[config.mk]
export PLATFORM = sky130hd
export DESIGN_NAME = lsu_ctrl
export DESIGN_NICKNAME = d
export VERILOG_FILES = /design/src/rtl/lsu_ctrl.sv
export SDC_FILE = /design/constraint.sdc
export NUM_CORES = 1
export LEC_CHECK = 0
export CORE_MARGIN = 1
export CORE_UTILIZATION = 50
export CTS_CLUSTER_SIZE = 16
export DETAILED_ROUTE_END_ITERATION = 8
export GPL_ROUTABILITY_DRIVEN = 0
export PLACE_DENSITY = 0.9
export SYNTH_ARGS = -nofsm -noshare
export SYNTH_HDL_FRONTEND = slang
export SYNTH_SLANG_ARGS = --single-unit
[constraint.sdc]
create_clock -name clk -period 5.7 [get_ports clk]
set_input_delay 1.14 -clock clk [delete_from_list [all_inputs] [get_ports clk]]
set_output_delay 1.14 -clock clk [all_outputs]
set_load 0.05 [all_outputs]
[src/rtl/lsu_ctrl.sv]
// Load/store controller in front of an 8-entry data memory with combinational read.
// One request at a time; add and swap complete as a single-cycle read-modify-write.
module lsu_ctrl #(
    parameter int W = 8
) (
    input  logic         clk,
    input  logic         rst,
    input  logic         req_valid,
    output logic         req_ready,
    input  logic [1:0]   req_op,
    input  logic [2:0]   req_addr,
    input  logic [W-1:0] req_wdata,
    output logic [2:0]   mem_address,
    output logic [W-1:0] mem_data_in,
    output logic         mem_w_en,
    input  logic [W-1:0] mem_data_out,
    output logic         rsp_valid,
    input  logic         rsp_ready,
    output logic [W-1:0] rsp_data,
    output logic [7:0]   op_count
);

    localparam logic [1:0] IDLE = 2'd0;
    localparam logic [1:0] EXEC = 2'd1;
    localparam logic [1:0] RESP = 2'd2;

    localparam logic [1:0] OP_LOAD  = 2'b00;
    localparam logic [1:0] OP_STORE = 2'b01;
    localparam logic [1:0] OP_ADD   = 2'b10;

    logic [1:0]   state;
    logic [1:0]   op_p0;
    logic [2:0]   addr_p0;
    logic [W-1:0] wdata_p0;
    logic [W-1:0] rsp_data_p1;
    logic         exec;

    // Modular sum; the carry out of the top bit is dropped on purpose.
    function automatic logic [W-1:0] wrap_add(input logic [W-1:0] a, input logic [W-1:0] b);
        logic [W:0] full;
        full = {1'b0, a} + {1'b0, b};
        return full[W-1:0];
    endfunction

    // Stage p0: request capture and FSM
    always_ff @(posedge clk or posedge rst) begin
        if (rst) begin
            state       <= IDLE;
            op_p0       <= OP_LOAD;
            addr_p0     <= '0;
            wdata_p0    <= '0;
            rsp_data_p1 <= '0;
            op_count    <= '0;
        end else begin
            case (state)
                IDLE: begin
                    if (req_valid) begin
                        op_p0    <= req_op;
                        addr_p0  <= req_addr;
                        wdata_p0 <= req_wdata;
                        state    <= EXEC;
                    end
                end
                EXEC: begin
                    if (op_p0 == OP_STORE) begin
                        op_count <= op_count + 8'd1;
                        state    <= IDLE;
                    end else begin
                        // Captured in the write cycle, so this is the pre-write value.
                        rsp_data_p1 <= mem_data_out;
                        state       <= RESP;
                    end
                end
                RESP: begin
                    if (rsp_ready) begin
                        op_count <= op_count + 8'd1;
                        state    <= IDLE;
                    end
                end
                default: state <= IDLE;
            endcase
        end
    end

    // Stage p1: memory drive and response
    assign exec        = (state == EXEC);
    assign req_ready   = (state == IDLE);
    assign rsp_valid   = (state == RESP);
    assign rsp_data    = rsp_data_p1;
    assign mem_address = addr_p0;
    assign mem_w_en    = exec && (op_p0 != OP_LOAD);
    assign mem_data_in = (exec && op_p0 == OP_ADD) ? wrap_add(mem_data_out, wdata_p0) : wdata_p0;

endmodule

After elaboration in Yosys (flattened, before gate mapping)
Cells that the tools add are included.
{ "op_classes": {"div_mod_pow": 0, "reduce_logical": 9, "mux": 8, "bitwise_logic": 1, "n_shift": 0, "n_lt_le_gt_ge": 0, "n_addsub": 2, "n_eq_ne": 7, "mul": 0} }
{ "op_table": {"columns": ["op", "n"], "rows": [
  ["$mux W8", 3],
  ["$pmux W8 S2", 1],
  ["$add A8 B1 Y8 const B", 1],
  ["$add A8 B8 Y8", 1],
  ["$mux W2", 3],
  ["$pmux W2 S3", 1],
  ["$reduce_and A2 Y1", 3],
  ["$eq A2 B1 Y1 const B", 2],
  ["$eq A2 B2 Y1 const B", 2],
  ["$ne A2 B1 Y1 const B", 2],
  ["$reduce_bool A2 Y1", 2],
  ["$reduce_and A3 Y1", 1],
  ["$logic_and A1 B1 Y1", 2],
  ["$logic_not A2 Y1", 1],
  ["$ne A2 B2 Y1 const B", 1],
  ["$not A1 Y1", 1]
]} }
{ "word_totals": {"out_inout_bits": 30, "ramBits": 0, "rom_bits": 0, "inputBits": 25, "n_memories": 0, "latch_bits": 0, "regBits": 31} }

Depth between registers and ports, before layout
{ "logic_depth": {"depth_word": 3, "ltp_mapped": 8, "depth_no_buf": 8} }

Worst setup path after synthesis
No wires, ideal clock.
{ "synth_path": {"kind": "input-to-output", "startpoint": "in mem_data_out[0]", "endpoint": "out mem_data_in[6]", "cell_stages": 8, "arrival_time_ns": 3.444, "slack_ns": 1.116, "required_time_ns": 4.560, "path_cell_list": "ha_1 -> inv_1 -> fa_1 -> nor2b_1 -> o31a_1 -> o21a_1 -> o21a_1 -> o31ai_1"} }
{ "synth_via": {"elab_chain_cells": 2} }
{ "synth_lines": {"columns": ["item", "line_no", "text"], "rows": [
  ["start, declared", "16", "input logic [W-1:0] mem_data_out,"],
  ["$add A8 B8 Y8", "41", "full = {1'b0, a} + {1'b0, b};"],
  ["$mux W8", "92", "assign mem_data_in = (exec && op_p0 == OP_ADD) ? wrap_add(mem_data_out, wdata_p0) : wdata_p0;"],
  ["end, declared", "14", "output logic [W-1:0] mem_data_in,"]
]} }
Every way passes these cells.

Final worst setup path
Same ends and word-level chain as after synthesis.

==> metrics.md <==
| Metric | Value |
|---|---|
| I/O pin count | `between 50 and 60` |
| Syn Nets | `187` |
| Final count of negative-setup-slack endpoints | `0` |
| Drt total wl | `3.901 mm` |
| N_diodes | `0` |
| CP Capture Type | `output port` |
| Crit-path slowest cell | `clkdlybuf4s50_1` |
| Fmax | `0.1936 GHz` |
| Most frequent cell after synthesis | `dfrtp_1` |
| Die Wd | `60.68 um` |
| Pin count of the biggest net entering global routing | `32` |
| Mapped Area | `~1700 um^2` |
| CTS Hold Bufs | `0` |
| Max incr delay on CP | `0.86 ns` |
| Synthesized flop and latch total | `31` |
| Placed insts | `245` |
| Routed WL per cell | `around 15 um` |
| Skew-Pair Late Insertion Delay | `0.34 ns` |
| Mapped Cells | `150` |
| Fin area | `2357 um^2` |
| Synth area leaders | `dfrtp_1, mux2_2, ha_1, xnor2_1, nand2_1` |
| Fillcell total | `around 230` |
| GRT Total Usage | `23.91%` |
| DRC | `0` |
| Share of the yosys chip area belonging to registers | `45.06%` |
| Initial antenna violation count | `0` |
| Worst path most repeated cell | `clkdlybuf4s50_1` |
| Starting Density | `between 50% and 60%` |
| Vias | `around 1400` |
| # port buffers | `54` |
| Detailed Place HPWL | `just over 3 mm` |
| Row count | `20` |
| CTS tree | `built` |
| Min-Delay Path Class | `flip-flop to flip-flop` |
| CTS Root Cell | `clkbuf_4` |
| Cell Area, Placed | `2303 um^2` |
| CORE AREA | `around 3200 um^2` |
| Detail Route Antenna Nets | `0` |
| Syn. warnings | `0` |
| Yosys top cell area share | `45.06%` |
| Clk sinks | `31` |
| Initial DRT Pass Iterations | `4` |
| Final #Nets | `between 200 and 250` |
| Vias per inst | `approximately 5.5` |
| Synth Flop Type | `dfrtp_1` |
| Fin. Hold Viols | `0` |
| CP max FO | `3` |
| Final min period | `between 5 and 6 ns` |
| Max-cap violations | `0` |
| Status | `finished clean` |
| Register area | `775.7 um^2` |
| Num CTS Buffers | `5` |
| H-tree Lvls | `2` |
| Fin cells | `253` |
| Fraction of registers with async set/reset | `100.0%` |
| Iteration-0 DRC Markers | `39` |
| Hold_ws | `roughly 0.49 ns` |
| CP startpoint kind | `input port` |
| Synthesis-to-finish area growth | `36.92%` |
| PostCTS Resize Cnt | `0` |
| First-pass GRT wire length | `6.272 mm` |
| Postcts setup bufs | `0` |
| Clock Path Buffers | `2` |
| Most frequent cells after synthesis | `dfrtp_1, mux2_2, nand2_1` |
| Number of flops mapped to enable cells by yosys | `0` |
| Die area | `3682 um^2` |
| CP Class | `input port to output port` |
| Worst EP required | `4.56 ns` |
| Multi-input logic area | `approximately 900 um^2` |
| GRT overflow | `0` |
| Dominant cell type by area after synthesis | `dfrtp_1` |
| Die height | `approximately 60 um` |
| Worst path arrival time | `4.03 ns` |
| Layout cell share with drive strength beyond 1 | `15.79%` |
| Vias in the first global route | `1452` |
| Slew HR | `25.03%` |
| Average cell area after synthesis | `11.48 um^2` |
| Post-Route Setup TNS | `0 ns` |
| Post-Route Skew | `0.008519 ns` |
| Critical path, cell by cell | `clkdlybuf4s50_1, ha_1, inv_1, fa_1, nor2b_1, o31a_1, o21a_1, nor3_1, o31ai_1, clkdlybuf4s50_1` |
| RSZ-0062 raised after global routing | `no` |
| Max Slew Vio Count | `0` |
| Synth unique cells | `34` |
| Crit share post-route | `90.62%` |
| Slew @ Worst Pin | `approximately 1.1 ns` |
| Clock slew at reported path FFs | `0.10 ns` |
state kept, by name, summed over array words and instances, names as in the netlist:
name,flops
mem_address,3
rsp_data,8
state,2
op_p0,2
op_count,8
wdata_p0,8
routing by layer:
| metal | vias to the layer above | wire length, um | global-route usage (%) |
|---|---|---|---|
| li1 | 654 | - | - |
| met1 | 670 | 1561 | 26.38 |
| met2 | 46 | 2073 | 42.54 |
| met3 | 14 | 173 | 7.889 |
| met4 | 0 | 93 | 9.416 |
| met5 | - | 0 | 0 |
area by class of cell:
cell class	instances	share of cell area [%]
multi-input cells	107	38.11
flip-flops and latches	31	32.91
repair buffers	54	22.93
well taps	44	2.335
clock buffers	6	1.752
inverters	9	1.433
clock inverters	2	0.5308
logic make-up (layout without fill, tap and decap cells):
logic type | Yosys count | count (layout) | share of synthesized area (%)
adder cells (fa/ha/maj) | 12 | 12 | 9.157
AND/OR/NAND/NOR | 31 | 31 | 9.665
XOR/XNOR | 10 | 10 | 5.088
multiplexers | 23 | 23 | 14.90
AO/OA/AOI/OAI | 31 | 31 | 13.37
buffers and inverters | 12 | 71 | 2.761
flip-flops | 31 | 31 | 45.06
path summary, 6_finish.rpt:
kind / slack (ns) / cells after the start / end / start
max in group asynchronous: 3.64 / 2 / rsp_data[7]$_DFFE_PP0N_ / rst
min in group asynchronous: 1.38 / 2 / rsp_data[2]$_DFFE_PP0N_ / rst
worst max-delay path: 0.53 / 10 / mem_data_in[6] / mem_data_out[0]
worst max register to register: 3.84 / 7 / op_count[5]$_DFFE_PP0P_ / state[0]$_DFFE_PP0P_
worst min register to register: 0.49 / 1 / op_count[7]$_DFFE_PP0P_ / op_count[7]$_DFFE_PP0P_
worst min-delay path: 0.49 / 1 / op_count[7]$_DFFE_PP0P_ / op_count[7]$_DFFE_PP0P_
through the flow:
stage	setup WS (ns)	util, %
after floorplan	1.116	-
after global placement	0.7240	73.06
after detailed placement	0.5939	73.06
after CTS	0.5852	74.76
after global routing	0.4303	74.76
final	0.5349	74.76
cells in the final DEF (no fill, tap or decap):
master | netlist | layout
ha_1 | 11 | 11
nand3b_1 | 1 | 1
nand2b_4 | 1 | 1
a221oi_2 | 1 | 1
a31oi_1 | 1 | 1
a21oi_1 | 4 | 4
nor3b_1 | 1 | 1
and3_4 | 1 | 1
a211oi_1 | 2 | 2
clkbuf_4 | 0 | 5
a21o_1 | 2 | 2
nand4_1 | 4 | 4
o21a_1 | 5 | 5
clkinvlp_4 | 0 | 1
dfrtp_1 | 31 | 31
o31ai_1 | 2 | 2
clkinv_2 | 0 | 1
xnor2_1 | 7 | 7
nor2_1 | 4 | 4
a211oi_2 | 1 | 1
mux2i_1 | 2 | 2
o21bai_1 | 2 | 2
inv_1 | 9 | 9
and3_1 | 2 | 2
o21ai_0 | 8 | 8
nor2b_1 | 2 | 2
clkdlybuf4s50_1 | 0 | 54
a32o_1 | 1 | 1
mux2_2 | 21 | 21
nor4_1 | 1 | 1
o31a_1 | 1 | 1
nor3_1 | 2 | 2
xor2_1 | 3 | 3
clkbuf_1 | 1 | 1
a211oi_4 | 1 | 1
nand2_1 | 12 | 12
fa_1 | 1 | 1
critical path: cells and delay by family:
family / cells / cell delay, ns
and+or+nand+nor: 2 / 0.25
adders and majority gates: 2 / 0.64
buffers and inverters: 3 / 1.42
AOI/OAI and AO/OA: 3 / 0.58
Power is left out: the tool's default activity adds up to more than one toggle a clock period on the data nets, which glitch-free logic cannot reach.
